### config.mk
export PLATFORM = sky130hd
export DESIGN_NAME = cpu_bus_arbiter
export DESIGN_NICKNAME = d
export VERILOG_FILES = /design/src/rtl/cpu_bus_pkg.sv /design/src/rtl/cpu_bus_watchdog.sv /design/src/rtl/cpu_bus_arbiter.sv
export SDC_FILE = /design/constraint.sdc
export NUM_CORES = 1
export LEC_CHECK = 0
export ABC_AREA = 0
export BUFFER_PORTS_ARGS = -buffer_cell sky130_fd_sc_hd__buf_2
export CORE_AREA = 2 2 116 118
export DETAILED_ROUTE_END_ITERATION = 16
export DIE_AREA = 0 0 118 120
export PLACE_DENSITY_LB_ADDON = 0.12
export SLEW_MARGIN = 20
export SYNTH_ARGS = -nofsm -noshare
export SYNTH_HDL_FRONTEND = slang
export SYNTH_HIERARCHICAL = 1
export SYNTH_SLANG_ARGS = --single-unit
### constraint.sdc
create_clock -name i_clock -period 4.35 [get_ports i_clock]
set_input_delay 0 -clock i_clock [delete_from_list [all_inputs] [get_ports i_clock]]
set_output_delay 0 -clock i_clock [all_outputs]
set_load 0.05 [all_outputs]
### src/rtl/cpu_bus_pkg.sv
// Shared types for the CPU bus arbiter: FSM states, grant owner and port bundle.
package cpu_bus_pkg;

  typedef enum logic [1:0] {IDLE, GRANT_A, GRANT_B, RELEASE} state_t;

  typedef enum logic {GRANT_PORT_A, GRANT_PORT_B} grant_t;

  typedef struct packed {
    logic        rw;
    logic        request;
    logic [31:0] address;
    logic [31:0] wdata;
  } bus_request_t;

  // Winner for a new grant. On contention, fixed mode favours B and
  // round-robin mode hands the bus to whoever did not have it last.
  function automatic grant_t pick_grant(input logic req_a, input logic req_b,
                                        input grant_t last, input logic fixed);
    grant_t win;
    if (req_a && req_b) begin
      if (fixed) win = GRANT_PORT_B;
      else       win = (last == GRANT_PORT_B) ? GRANT_PORT_A : GRANT_PORT_B;
    end else if (req_b) begin
      win = GRANT_PORT_B;
    end else begin
      win = GRANT_PORT_A;
    end
    return win;
  endfunction

endpackage

### src/rtl/cpu_bus_watchdog.sv
// Transaction watchdog: counts granted cycles without bus ready and flags
// expiry in the cycle where the count reaches TIMEOUT-1. TIMEOUT=0 disables it.
module cpu_bus_watchdog #(
  parameter int TIMEOUT   = 1024,
  parameter int TIMEOUT_W = 11
) (
  input  logic i_clock,
  input  logic i_reset,
  input  logic i_clear,
  input  logic i_enable,
  output logic o_expired
);

  localparam logic [TIMEOUT_W-1:0] LAST = TIMEOUT_W'((TIMEOUT > 0) ? TIMEOUT - 1 : 0);

  logic [TIMEOUT_W-1:0] count;

  // Wait-cycle counter; held at zero outside a grant so each grant starts fresh.
  always_ff @(posedge i_clock) begin
    if (!i_reset || i_clear) count <= '0;
    else if (i_enable)       count <= count + 1'b1;
  end

  assign o_expired = (TIMEOUT != 0) && i_enable && (count == LAST);

endmodule

### src/rtl/cpu_bus_arbiter.sv
// Two-port CPU bus arbiter: instruction fetch (A) and data path (B) share one
// bus. Grant is held until ready or watchdog expiry, then one RELEASE cycle.
module cpu_bus_arbiter
  import cpu_bus_pkg::*;
#(
  parameter bit FIXED_PRIORITY = 1'b0,
  parameter int TIMEOUT        = 1024,
  parameter int TIMEOUT_W      = 11
) (
  input  logic        i_clock,
  input  logic        i_reset,
  input  logic        i_pa_rw,
  input  logic        i_pa_request,
  output logic        o_pa_ready,
  input  logic [31:0] i_pa_address,
  output logic [31:0] o_pa_rdata,
  input  logic [31:0] i_pa_wdata,
  input  logic        i_pb_rw,
  input  logic        i_pb_request,
  output logic        o_pb_ready,
  input  logic [31:0] i_pb_address,
  output logic [31:0] o_pb_rdata,
  input  logic [31:0] i_pb_wdata,
  output logic        o_bus_rw,
  output logic        o_bus_request,
  input  logic        i_bus_ready,
  output logic [31:0] o_bus_address,
  input  logic [31:0] i_bus_rdata,
  output logic [31:0] o_bus_wdata,
  output logic        o_timeout
);

  state_t       state, state_nxt;
  grant_t       last_grant, last_grant_nxt;
  grant_t       winner;
  logic         granted;
  logic         wd_expired;
  logic         done;
  logic         timeout_q;
  bus_request_t port_a, port_b, bus_sel;

  assign port_a  = '{rw: i_pa_rw, request: i_pa_request, address: i_pa_address, wdata: i_pa_wdata};
  assign port_b  = '{rw: i_pb_rw, request: i_pb_request, address: i_pb_address, wdata: i_pb_wdata};
  assign granted = (state == GRANT_A) || (state == GRANT_B);
  assign done    = granted && (i_bus_ready || wd_expired);
  assign winner  = pick_grant(i_pa_request, i_pb_request, last_grant, FIXED_PRIORITY);

  cpu_bus_watchdog #(
    .TIMEOUT   (TIMEOUT),
    .TIMEOUT_W (TIMEOUT_W)
  ) u_watchdog (
    .i_clock   (i_clock),
    .i_reset   (i_reset),
    .i_clear   (!granted),
    .i_enable  (granted && !i_bus_ready),
    .o_expired (wd_expired)
  );

  // State, last-grant history and sticky fault flag.
  always_ff @(posedge i_clock) begin
    if (!i_reset) begin
      state      <= IDLE;
      last_grant <= GRANT_PORT_B;
      timeout_q  <= 1'b0;
    end else begin
      state      <= state_nxt;
      last_grant <= last_grant_nxt;
      if (wd_expired) timeout_q <= 1'b1;
    end
  end

  // Next-state: grant from IDLE, complete on ready/expiry, single RELEASE cycle.
  always_comb begin
    state_nxt      = state;
    last_grant_nxt = last_grant;
    case (state)
      IDLE: begin
        if (i_pa_request || i_pb_request) begin
          last_grant_nxt = winner;
          state_nxt      = (winner == GRANT_PORT_A) ? GRANT_A : GRANT_B;
        end
      end
      GRANT_A, GRANT_B: if (done) state_nxt = RELEASE;
      RELEASE:          state_nxt = IDLE;
      default:          state_nxt = IDLE;
    endcase
  end

  // Bus mux: granted port drives the bus, otherwise everything is zero.
  always_comb begin
    bus_sel = '0;
    case (state)
      GRANT_A: bus_sel = port_a;
      GRANT_B: bus_sel = port_b;
      default: bus_sel = '0;
    endcase
  end

  assign o_bus_rw      = bus_sel.rw;
  assign o_bus_request = bus_sel.request;
  assign o_bus_address = bus_sel.address;
  assign o_bus_wdata   = bus_sel.wdata;

  // A forced completion returns zero data; a real ready always wins over expiry.
  assign o_pa_ready = done && (state == GRANT_A);
  assign o_pb_ready = done && (state == GRANT_B);
  assign o_pa_rdata = wd_expired ? '0 : i_bus_rdata;
  assign o_pb_rdata = wd_expired ? '0 : i_bus_rdata;
  assign o_timeout  = timeout_q;

endmodule

==> results.md <==
* Max incr delay on CP at 0.76 ns
* Avg Cell Area, Syn at 6.78 um2
* R2r setup slk at 1.15 ns
* Largest net degree at the start of global routing at 70
* Routability cong. at 0.811
* Reg2reg start: state[1]
* Worst Path Arrival at 3.47 ns
* Crit Path Category: reg2out
* Synth cell types at 37
* Initial antenna violation count at 0
* Power per cell area at 531 nW/um2
* Initial Util at 15.8%
* Clock-pin slew on the worst setup and hold paths at 0.05 ns
* Reg2reg path depth at 9
* Vias in the first global route at 2,997
* CP startpoint: state[1]
* Number of setup buffers added after CTS at 0
* Seq/Total Area, Yosys at 14.6%
* Remaining Overflow, GRT at 0
* Post-Synthesis Cells at 303
* Worst-Skew Late Latency at 0.24 ns
* Final Hold Vio Count at 0
* Total CTS buffers at 3
* CP max-delay cell: nor4_4
* Number of synthesized flops with an enable pin at 0
* # hold bufs at CTS at 0
* DR pass1 iterations at 4
* CTS tree: built
* Critical Path Start Type: register
* Clock skew at 0.00248 ns
* Layout cells sized above 1 at 57.6%
* Measured slew at the worst slew-check pin at 0.743 ns
* CP Cell Sequence: inv_1 > ha_1 > inv_2 > nor2_1 > nand4_1 > nor4_4 > buf_4 > and2b_1 > buf_2
* Setup crit end: o_pb_rdata[31]
* RSZ-0062 raised after global routing: false
* Antenna Cells at 0
* Async set-or-reset flop fraction in the synthesized netlist at 0%
* Crit path time final at 3.47 ns
* CTS Buffer Depth at 2
* Post-CTS Resized at 0
* Final period utilization at 79.7%
* Share of the synthesized area in the top cell type at 24.1%
* Via density at 4.36
* Maximum VDD drop at 0.000245 V
* CP required at 4.35 ns
* Hold Path Class: in2reg
* Detailed placement HPWL at 8.95 mm
* Max Freq at 288 MHz
* Cell Rows at 42
* # IOs at 300
* Final TNS setup at 0 ns
* # port buffers at 299
* Post-Syn Area at 2060 um2
* Detail Route Antenna Nets at 0
* Aggregate global-route resource usage at 14.1%
* Synth-to-layout area growth at 72.2%
* Final setup vio count at 0
* Top post-synthesis cells by area: a22oi_1, dfxtp_1, nor2_1, buf_4, nor2b_1
* Average wire per standard cell at 14.9 um
* Fillcell total at 1,484
* WL final at 10.8 mm
* FF-to-FF End: state[0]
* Post-synth top cells: nor2_1, a22oi_1, buf_4
* WHS at 0.0267 ns
* Clock sinks at 15
* P_leak at 1.90 nW
* Headroom to the max-slew limit at 50.1%
* Max Slew Vio Count at 0
* Warnings, synthesis at 6
* Die X at 118 um
* DR DRC count at 0
* Post-synthesis register bit count at 15
* Status: completed
* MaxCap Viol Count at 0
* Final nets at 725
* First-pass GRT wire length at 15.9 mm
* Synth Net Count at 475
* Largest area contributor in the netlist: a22oi_1
* Ys flop type: dfxtp_1
* Die footprint at 14,200 um2
* Kind of end point of the critical path: output pin
* Via count at 3,173
* Root Driver: clkbuf_16
* CORE AREA at 13,000 um2
* Most frequent cell after synthesis: nor2_1
* Worst-path maximum fanout at 21
* CTS H-tree depth at 1
* Starting DRT DRC Count at 158
* Die Ht at 120 um
==> worst min-delay path by stage <==
| stage | from | endpoint | slack [ns] | cells after the start |
|---|---|---|---|---|
| 2_1_floorplan | i_reset | last_grant | 0.08 | 1 |
| 3_3_place_gp | i_reset | last_grant | 0.28 | 2 |
| 3_5_place_dp | i_reset | last_grant | 0.29 | 2 |
| 4_1_cts | i_reset | last_grant | 0.03 | 2 |
| 5_1_grt | i_reset | last_grant | 0.06 | 2 |
| 6_report | i_reset | last_grant | 0.03 | 2 |
==> placed cells by master (no fill, tap or decap), types with 3 or more instances in the layout <==
| master | count |
|---|---|
| a21oi_1 | 7 |
| a22oi_1 | 66 |
| buf_2 | 299 |
| buf_4 | 4 |
| clkbuf_16 | 3 |
| dfxtp_1 | 15 |
| ha_1 | 3 |
| nand2_1 | 6 |
| nand4_1 | 4 |
| nor2_1 | 73 |
| nor2b_1 | 30 |
| o21ai_0 | 6 |
| xor2_1 | 3 |
==> metrics by stage <==
stage / util (%) / cells / area (um2) / power (mW) / worst slack (ns)
floorplan: - / 303 / 2060 / 1.37 / 1.58
global placement: 26.7 / 724 / 3460 / 1.71 / 1.21
detailed placement: 26.7 / 724 / 3460 / 1.71 / 1.11
CTS: 27.3 / 728 / 3540 / 1.90 / 0.825
global route: 27.3 / 728 / 3540 / 2.00 / 0.517
finish: 27.3 / 728 / 3540 / 1.88 / 0.882
==> registers in the layout, indices dropped and copies added, names as in the netlist <==
signal,count
last_grant,1
state,2
u_watchdog/count,11
o_timeout,1
==> routing by layer <==
layer,GRT usage [%],up-vias,part of all wire [%]
li1,-,1542,-
met1,14.9,1430,36
met2,28.3,193,54
met3,2.80,8,7.9
met4,3.31,0,1.4
met5,0,-,0
==> final cells by class <==
type                    instances  area, um2  share of cell area, %
multi-input cells             227       1400                   39.6
inverters                       3       11.3                  0.318
flip-flops and latches         15        300                   8.48
well taps                     176        220                   6.22
repair buffers                303       1530                   43.1
clock buffers                   4       78.8                   2.23
==> worst max-delay path, delay by kind of cell, from the launching register on <==
kind	cells	cell delay, ns
AND/OR/NAND/NOR	4	1.77
adder cells (fa/ha/maj)	1	0.35
buffers and inverters	4	0.70
flip-flops	1	0.39
==> logic make-up (layout without fill, tap and decap cells) <==
family | Yosys count | in the layout | synth area share (%)
DFF | 15 | 15 | 14.6
adders and majority gates | 5 | 5 | 3.04
xor gates and xnor gates | 4 | 4 | 1.70
muxes | 2 | 2 | 0.974
and+or+nand+nor | 129 | 129 | 31.3
buffers and inverters | 61 | 310 | 17.8
AOI/OAI and AO/OA | 87 | 87 | 30.5
==> power by group <==
part	leakage (nW)	total [mW]	internal [mW]	switching (mW)
registers	0.122	0.161	0.150	0.0113
logic	1.74	1.54	0.375	1.16
clock network	0.0382	0.178	0.124	0.0544
Note: power is estimated with default switching activity, not from simulation.
